==> config.mk <==
export PLATFORM = sky130hd
export DESIGN_NAME = nbr_fetch
export DESIGN_NICKNAME = d
export VERILOG_FILES = /design/src/rtl/nbr_fetch.sv
export SDC_FILE = /design/constraint.sdc
export NUM_CORES = 1
export LEC_CHECK = 0
export BUFFER_PORTS_ARGS = -buffer_cell sky130_fd_sc_hd__buf_2
export CORE_MARGIN = 3
export CORE_UTILIZATION = 25
export DETAILED_ROUTE_END_ITERATION = 8
export PLACE_DENSITY = 0.52
export SETUP_SLACK_MARGIN = 0.2
export SLEW_MARGIN = 20
export SYNTH_ARGS = -nofsm -noshare
export SYNTH_HDL_FRONTEND = slang
export SYNTH_SLANG_ARGS = --single-unit
==> constraint.sdc <==
create_clock -name clk -period 6.15 [get_ports clk]
set_input_delay 0.3075 -clock clk [delete_from_list [all_inputs] [get_ports clk]]
set_output_delay 0.3075 -clock clk [all_outputs]
set_load 0.05 [all_outputs]
==> src/rtl/nbr_fetch.sv <==
// nbr_fetch: walks the radius-2 diamond around (cx,cy), reads 13 cost words, presents them as slots; WALL_MASK_EN masks all-ones words.
module nbr_fetch #(
  parameter int MAP_W  = 16,
  parameter int MAP_H  = 16,
  parameter int XW     = 4,
  parameter int YW     = 4,
  parameter int ADDR_W = 8,
  parameter int DATA_W = 8
) (
  input  logic                 clk,
  input  logic                 rst,
  input  logic                 start,
  input  logic [XW-1:0]        cx,
  input  logic [YW-1:0]        cy,
  output logic                 busy,
  output logic                 done,
  output logic                 ram_re,
  output logic [ADDR_W-1:0]    ram_addr,
  input  logic [DATA_W-1:0]    ram_rdata,
  output logic [13*DATA_W-1:0] slot_val,
  output logic [12:0]          slot_en
);
  typedef enum logic [1:0] {IDLE, ISSUE, DRAIN, DONE} state_t;
  localparam int DX [13] = '{0, 0, 1, 0, -1, 0, 1, 2, 1, 0, -1, -2, -1};
  localparam int DY [13] = '{0, -1, 0, 1, 0, -2, -1, 0, 1, 2, 1, 0, -1};
  state_t state;
  logic [XW-1:0] x_q;
  logic [YW-1:0] y_q;
  logic [3:0] idx, cap_idx, k_n;
  logic re_d, nxt_re, wall;
  logic [ADDR_W-1:0] nxt_addr;
  logic [DATA_W-1:0] val [13];
  int nx, ny;
  // Next slot's address is precomputed so ram_re/ram_addr can be registered
  always_comb begin
    k_n = (state == IDLE || idx == 4'd12) ? 4'd0 : idx + 4'd1;
    nx = int'(state == IDLE ? cx : x_q) + DX[k_n];
    ny = int'(state == IDLE ? cy : y_q) + DY[k_n];
    nxt_re = nx >= 0 && nx < MAP_W && ny >= 0 && ny < MAP_H;
    nxt_addr = ADDR_W'(ny * MAP_W + nx);
`ifdef WALL_MASK_EN
    wall = &ram_rdata;
`else
    wall = 1'b0;
`endif
  end
  always_ff @(posedge clk) begin
    if (rst) begin
      state <= IDLE;
      idx <= '0;
      cap_idx <= '0;
      re_d <= 1'b0;
      busy <= 1'b0;
      done <= 1'b0;
      ram_re <= 1'b0;
      ram_addr <= '0;
      slot_en <= '0;
      x_q <= '0;
      y_q <= '0;
      for (int i = 0; i < 13; i++) val[i] <= '1;
    end else begin
      re_d <= ram_re;
      cap_idx <= idx;
      if (re_d) begin
        slot_en[cap_idx] <= !wall;
        val[cap_idx] <= ram_rdata;
      end
      case (state)
        IDLE: if (start) begin
          state <= ISSUE;
          busy <= 1'b1;
          x_q <= cx;
          y_q <= cy;
          idx <= '0;
          ram_re <= nxt_re;
          ram_addr <= nxt_addr;
          slot_en <= '0;
          for (int i = 0; i < 13; i++) val[i] <= '1;
        end
        ISSUE: if (idx == 4'd12) begin
          state <= DRAIN;
          ram_re <= 1'b0;
        end else begin
          idx <= idx + 4'd1;
          ram_re <= nxt_re;
          ram_addr <= nxt_addr;
        end
        DRAIN: begin
          state <= DONE;
          done <= 1'b1;
        end
        default: begin
          state <= IDLE;
          done <= 1'b0;
          busy <= 1'b0;
        end
      endcase
    end
  end
  for (genvar g = 0; g < 13; g++) assign slot_val[g*DATA_W +: DATA_W] = val[g];
endmodule

Word level (Yosys, flattened, before mapping)
Memory sizes are Yosys's and may differ from the RTL's.
Cells that the tools add are included.
W data, S select, Z words.
{ "totals": {"ff_bits": 43, "latchBits": 0, "mem_bits_rw": 104, "rom_bits": 1024, "inputBits": 19, "wordCells": 162, "n_memories": 3} }
{ "op_classes": {"addsub": 4, "n_mul": 0, "div_mod_pow": 0, "magnitude_cmp": 7, "eq_ne": 19, "n_shift": 0, "mux": 49, "bitwise_logic": 55, "n_reduce_logical": 14} }
{ "memory_table": {"columns": ["memory", "depth", "width", "rd", "rd_ports_with_merged_regs", "wr", "line", "source"], "rows": [
  ["(no name shown)", 16, 32, 1, 0, 0, "38", "ny = int'(state == IDLE ? cy : y_q) + DY[k_n];"],
  ["(no name shown)", 16, 32, 1, 0, 0, "37", "nx = int'(state == IDLE ? cx : x_q) + DX[k_n];"],
  ["val", 13, 8, 13, 0, 14, "32", "logic [DATA_W-1:0] val [13];"]
]} }
{ "op_table": {"columns": ["cell", "n"], "rows": [
  ["$mux W32", 4],
  ["$mux W8", 15],
  ["$add A5 B32 Y32", 2],
  ["$ge A32 B1 Y1 const B", 2],
  ["$lt A32 B6 Y1 const B", 2],
  ["$eq A4 B4 Y1 const B", 14],
  ["$mux W13", 3],
  ["$and A1 B1 Y1", 26],
  ["$mux W4", 5],
  ["$pmux W8 S2", 1],
  ["$not A1 Y1", 14],
  ["$mux W1", 13],
  ["$or A1 B1 Y1", 13],
  ["$or A13 B13 Y13", 1],
  ["$add A8 B8 Y8", 1],
  ["$pmux W4 S2", 1],
  ["$reduce_and A2 Y1", 4],
  ["$ne A2 B2 Y1 const B", 3],
  ["$pmux W1 S2", 3],
  ["$pmux W2 S3", 1],
  ["$ge A5 B5 Y1 const B", 1],
  ["$lt A4 B5 Y1 const B", 1],
  ["$not A4 Y5", 1],
  ["$add A4 B1 Y4 const B", 1],
  ["11 further kinds", 16]
]} }

Longest topological paths before layout
{ "logic_depth": {"ltp_word": 19, "depth_mapped": 23, "ltp_nobuf": 21} }

Worst setup path after synthesis
OpenSTA, ideal clock, no wires.
{ "synth_timing": {"kind": "register -> register", "start": "register idx[0]", "end": "register ram_re", "t_arrival_ns": 4.552, "required_time_ns": 6.083, "path_slack_ns": 1.530, "path_stages_with_launch": 23, "path_buffers": 2, "period_less_slack_ns": 4.620, "cell_sequence": "dfxtp_1 > buf_4 > inv_1 > ha_1 > and3_1 > buf_2 > nor2_1 > nand2_1 > ha_1 > and4b_1 > o21ai_1 > a22oi_1 > nor3_2 > ha_1 > a21o_1 > a21oi_1 > ha_1 > inv_1 > or4_4 > nor4_4 > nand3_1 > mux2_2 > o21ai_2"} }
{ "synth_between": {"elab_chain_cells": 14} }
{ "synth_rtl": {"columns": ["element", "line", "source"], "rows": [
  ["start: declaration", "29", "logic [3:0] idx, cap_idx, k_n;"],
  ["start signal: assignment", "84", "idx <= idx + 4'd1;"],
  ["parallel branches: the longest is 13 deep, another holds $mem_v2 Z16 W32", null, null],
  ["$pmux W1 S2 (*)", "68", "case (state)"],
  ["end signal: assignment", "75", "ram_re <= nxt_re;"],
  ["end signal: assignment", "85", "ram_re <= nxt_re;"],
  ["end: declaration", "17", "output logic ram_re,"]
]} }
Mark *: on every way between the ends. The select of a mux whose other input is x is not followed.
A chain may end at the register's enable or synchronous reset.

Final worst setup path
Ends and elaborated chain as after synthesis.

==> impl_metrics.toml <==
[pwr]
total_power_uw = 3313
power_density_mw_per_mm2 = 390.0
ir_drop_uv = 194.6
leakage_uw = 0.002924

[global_routing]
antenna_found_initial = 1
overflow = 0
grt_max_degree = 33
grt_pass1_vias = 4619
grt_use_total_pct = 12.06
grt_pass1_wl_mm = 26.70

[setup_path]
r2r_setup_slack_ns = 0.92
crit_slowest_cell = "nor3_2"
path_max_fanout = 14
cpMostUsedCell = "ha_1"
cp_data_arrival_time_ns = 5.58
reg2reg_depth = 20
path_cells = "inv_1 > ha_1 > and3_1 > nor2_1 > nand2_1 > ha_1 > and4b_1 > o21ai_1 > a22oi_1 > nor3_2 > ha_1 > a21o_1 > a21oi_1 > ha_1 > inv_1 > or4_4 > nor4_4 > nand3_1 > mux2_2 > o21ai_2"
cp.required_ns = 6.50
path_class = "reg -> reg"
setup.worst_path.start_class = "register"
max_stage_delay_ns = 0.72
cp-end-kind = "register"

[floorplanning]
die_area_mm2 = 0.02906
num_rows = 59
pin_count = 147
initial_core_util_pct = 25.66
core-area_mm2 = 0.02635
chipHeight_um = 170.5
die_w_um = 170.5

[logic_synthesis]
yosysUniqueCellTypes = 47
yosys_warnings = 0
synth_seq_cells = 147
synth_top_flop_cell = "edfxtp_1"
synth_cells = 585
syn-cell-area_mm2 = 0.006763
synthesis.nets = 646
synth_edf_count = 104
synth_area_per_cell_um2 = 11.56
async_flop_share_pct = 0
ys_seq_area_share_pct = 58.91

[clock_tree]
cts_buffers = 17
post_cts_buffers = 0
ctsResizeCount = 0
clk_pin_slew_ns = 0.07
holdBufCountCts = 0
clkLatencyLatePin_ns = 0.43
clockBufferDepth = 2
cts.sinks = 147
cts_max_level = 4
ctsRootBufferMaster = "clkbuf_16"
cts_tree = "yes"

[cells_and_area]
drive_above_1_share_pct = 40.03
final_common_cell = "buf_2"
area_growth_pct = 25.61
nNetsFinal = 790
final_cells = 1077
final_cell_mix = "146 x buf_2, 104 x edfxtp_1, 97 x or2_2, 61 x nand2_1, 43 x dfxtp_1"
antenna_cells = 0
num-fill-cells = 2688
final_util_pct = 32.23

[run_status]
status = "finished clean"

[sta]
fin_setup_tns_ns = 0
maxSlewHeadroom_pct = 38.14
finalHoldViolCount = 0
worst-slew-pin-transition_ns = 0.9229
fin_crit_sh_pct = 85.03
period_minus_slack_ns = 5.229
skew_ns = 0.02754
max_clock_freq_mhz = 191.2
rsz0062_at_grt = "no"
setup_viol_count_final = 0
slew_violations = 0
timing.hold.ws_ns = 0.1293

[route]
drt_wl_total_mm = 17.57
dr.pass1.iters = 4
num_vias = 4724
route.detailed.drc = 0
drt_iter0_drc = 248
wl_per_cell_um = 16.31
vias_per_cell = 4.386
ant_nets = 0

[placement]
gp_congestion = 0.7485
portBuffers = 146
dp.cells = 1045
dp_hpwl_mm = 12.66

[hold_path]
hold_path_class = "in -> reg"
min_path_cells = 3

[run]
max_cap_viol_count = 0
[final cells by class]
cell class | count | area (um2) | share of cell area, %
tap | 335 | 419.2 | 4.934
timing repair buffer | 150 | 760.7 | 8.956
inverter | 17 | 63.81 | 0.7512
multi-input combinational | 396 | 2608 | 30.70
clock buffer | 17 | 425.4 | 5.008
clock inverter | 15 | 234.0 | 2.754
sequential | 147 | 3984 | 46.90
[where the power goes]
part	total, uW	internal [uW]	switching [uW]
sequential	1150	1120	26.9
clock	1170	702	470
combinational	989	356	633
total	3310	2180	1130
[cells by family (layout without fill, tap and decap cells)]
family / after synthesis / in the layout / share of synthesized area, %
compound gates: 72 / 72 / 6.309
xor+xnor: 12 / 12 / 1.665
fa+ha+maj: 42 / 42 / 8.104
buf+inv: 42 / 199 / 2.535
flops: 147 / 147 / 58.91
mux: 11 / 11 / 1.776
simple gates: 259 / 259 / 20.70
[state kept, by name, summed over array words and instances, names as in the netlist]
register	count
busy	1
x_q	4
re_d	1
idx	4
state	2
slot_en	13
cap_idx	4
ram_addr	8
val	104
ram_re	1
done	1
y_q	4
[Yosys cell counts, drive strengths merged, types with 2 or more instances]
cell type | number | area (um2)
edfxtp | 104 | 3123
or2 | 97 | 606.8
nand2 | 61 | 229.0
dfxtp | 43 | 860.8
a21oi | 42 | 221.5
nor2 | 42 | 160.2
ha | 39 | 488.0
inv | 17 | 63.81
clkbuf | 14 | 52.55
nand3 | 12 | 65.06
buf | 11 | 55.06
nor2b | 10 | 62.56
or3 | 10 | 62.56
a31oi | 8 | 56.30
mux2 | 8 | 90.09
o21ai | 8 | 43.79
a21o | 7 | 52.55
xnor2 | 7 | 68.82
and3 | 6 | 37.54
nor3 | 5 | 30.03
xor2 | 5 | 43.79
a211oi | 4 | 30.03
and2 | 3 | 18.77
fa | 3 | 60.06
mux2i | 3 | 30.03
a22oi | 2 | 15.01
nand2b | 2 | 12.51
nor4 | 2 | 33.78
nor4b | 2 | 17.52
nor4bb | 2 | 20.02
[path summary, 6_finish.rpt]
check	start	to
hold reg to reg	slot_en[12]	slot_en[12]
setup / recovery	idx[0]	ram_re
setup reg to reg	idx[0]	ram_re
hold / removal	cx[0]	x_q[0]
[per-stage QoR]
| stage | instance area [um2] | worst slack, ns |
|---|---|---|
| 3_5_place_dp | 7835 | 0.9969 |
| 6_report | 8494 | 0.9207 |
| 5_1_grt | 8494 | 0.5231 |
| 2_1_floorplan | 6763 | 1.530 |
| 4_1_cts | 8494 | 0.9505 |
| 3_3_place_gp | 7835 | 1.070 |
[routing by layer]
layer,up-vias,share of wire [%],global-route usage (%)
met4,0,0.89,3.386
met2,135,47,19.70
met1,2264,48,16.22
li1,2313,-,-
met3,12,4.1,2.578
met5,-,0,0
[critical path: cells and delay by family, from the launching register on]
family | cells | cell delay, ns
mux | 1 | 0.29
simple gates | 8 | 2.46
flops | 1 | 0.41
fa+ha+maj | 4 | 1.02
buf+inv | 2 | 0.20
compound gates | 5 | 0.78
(Power assumes the default switching activity.)
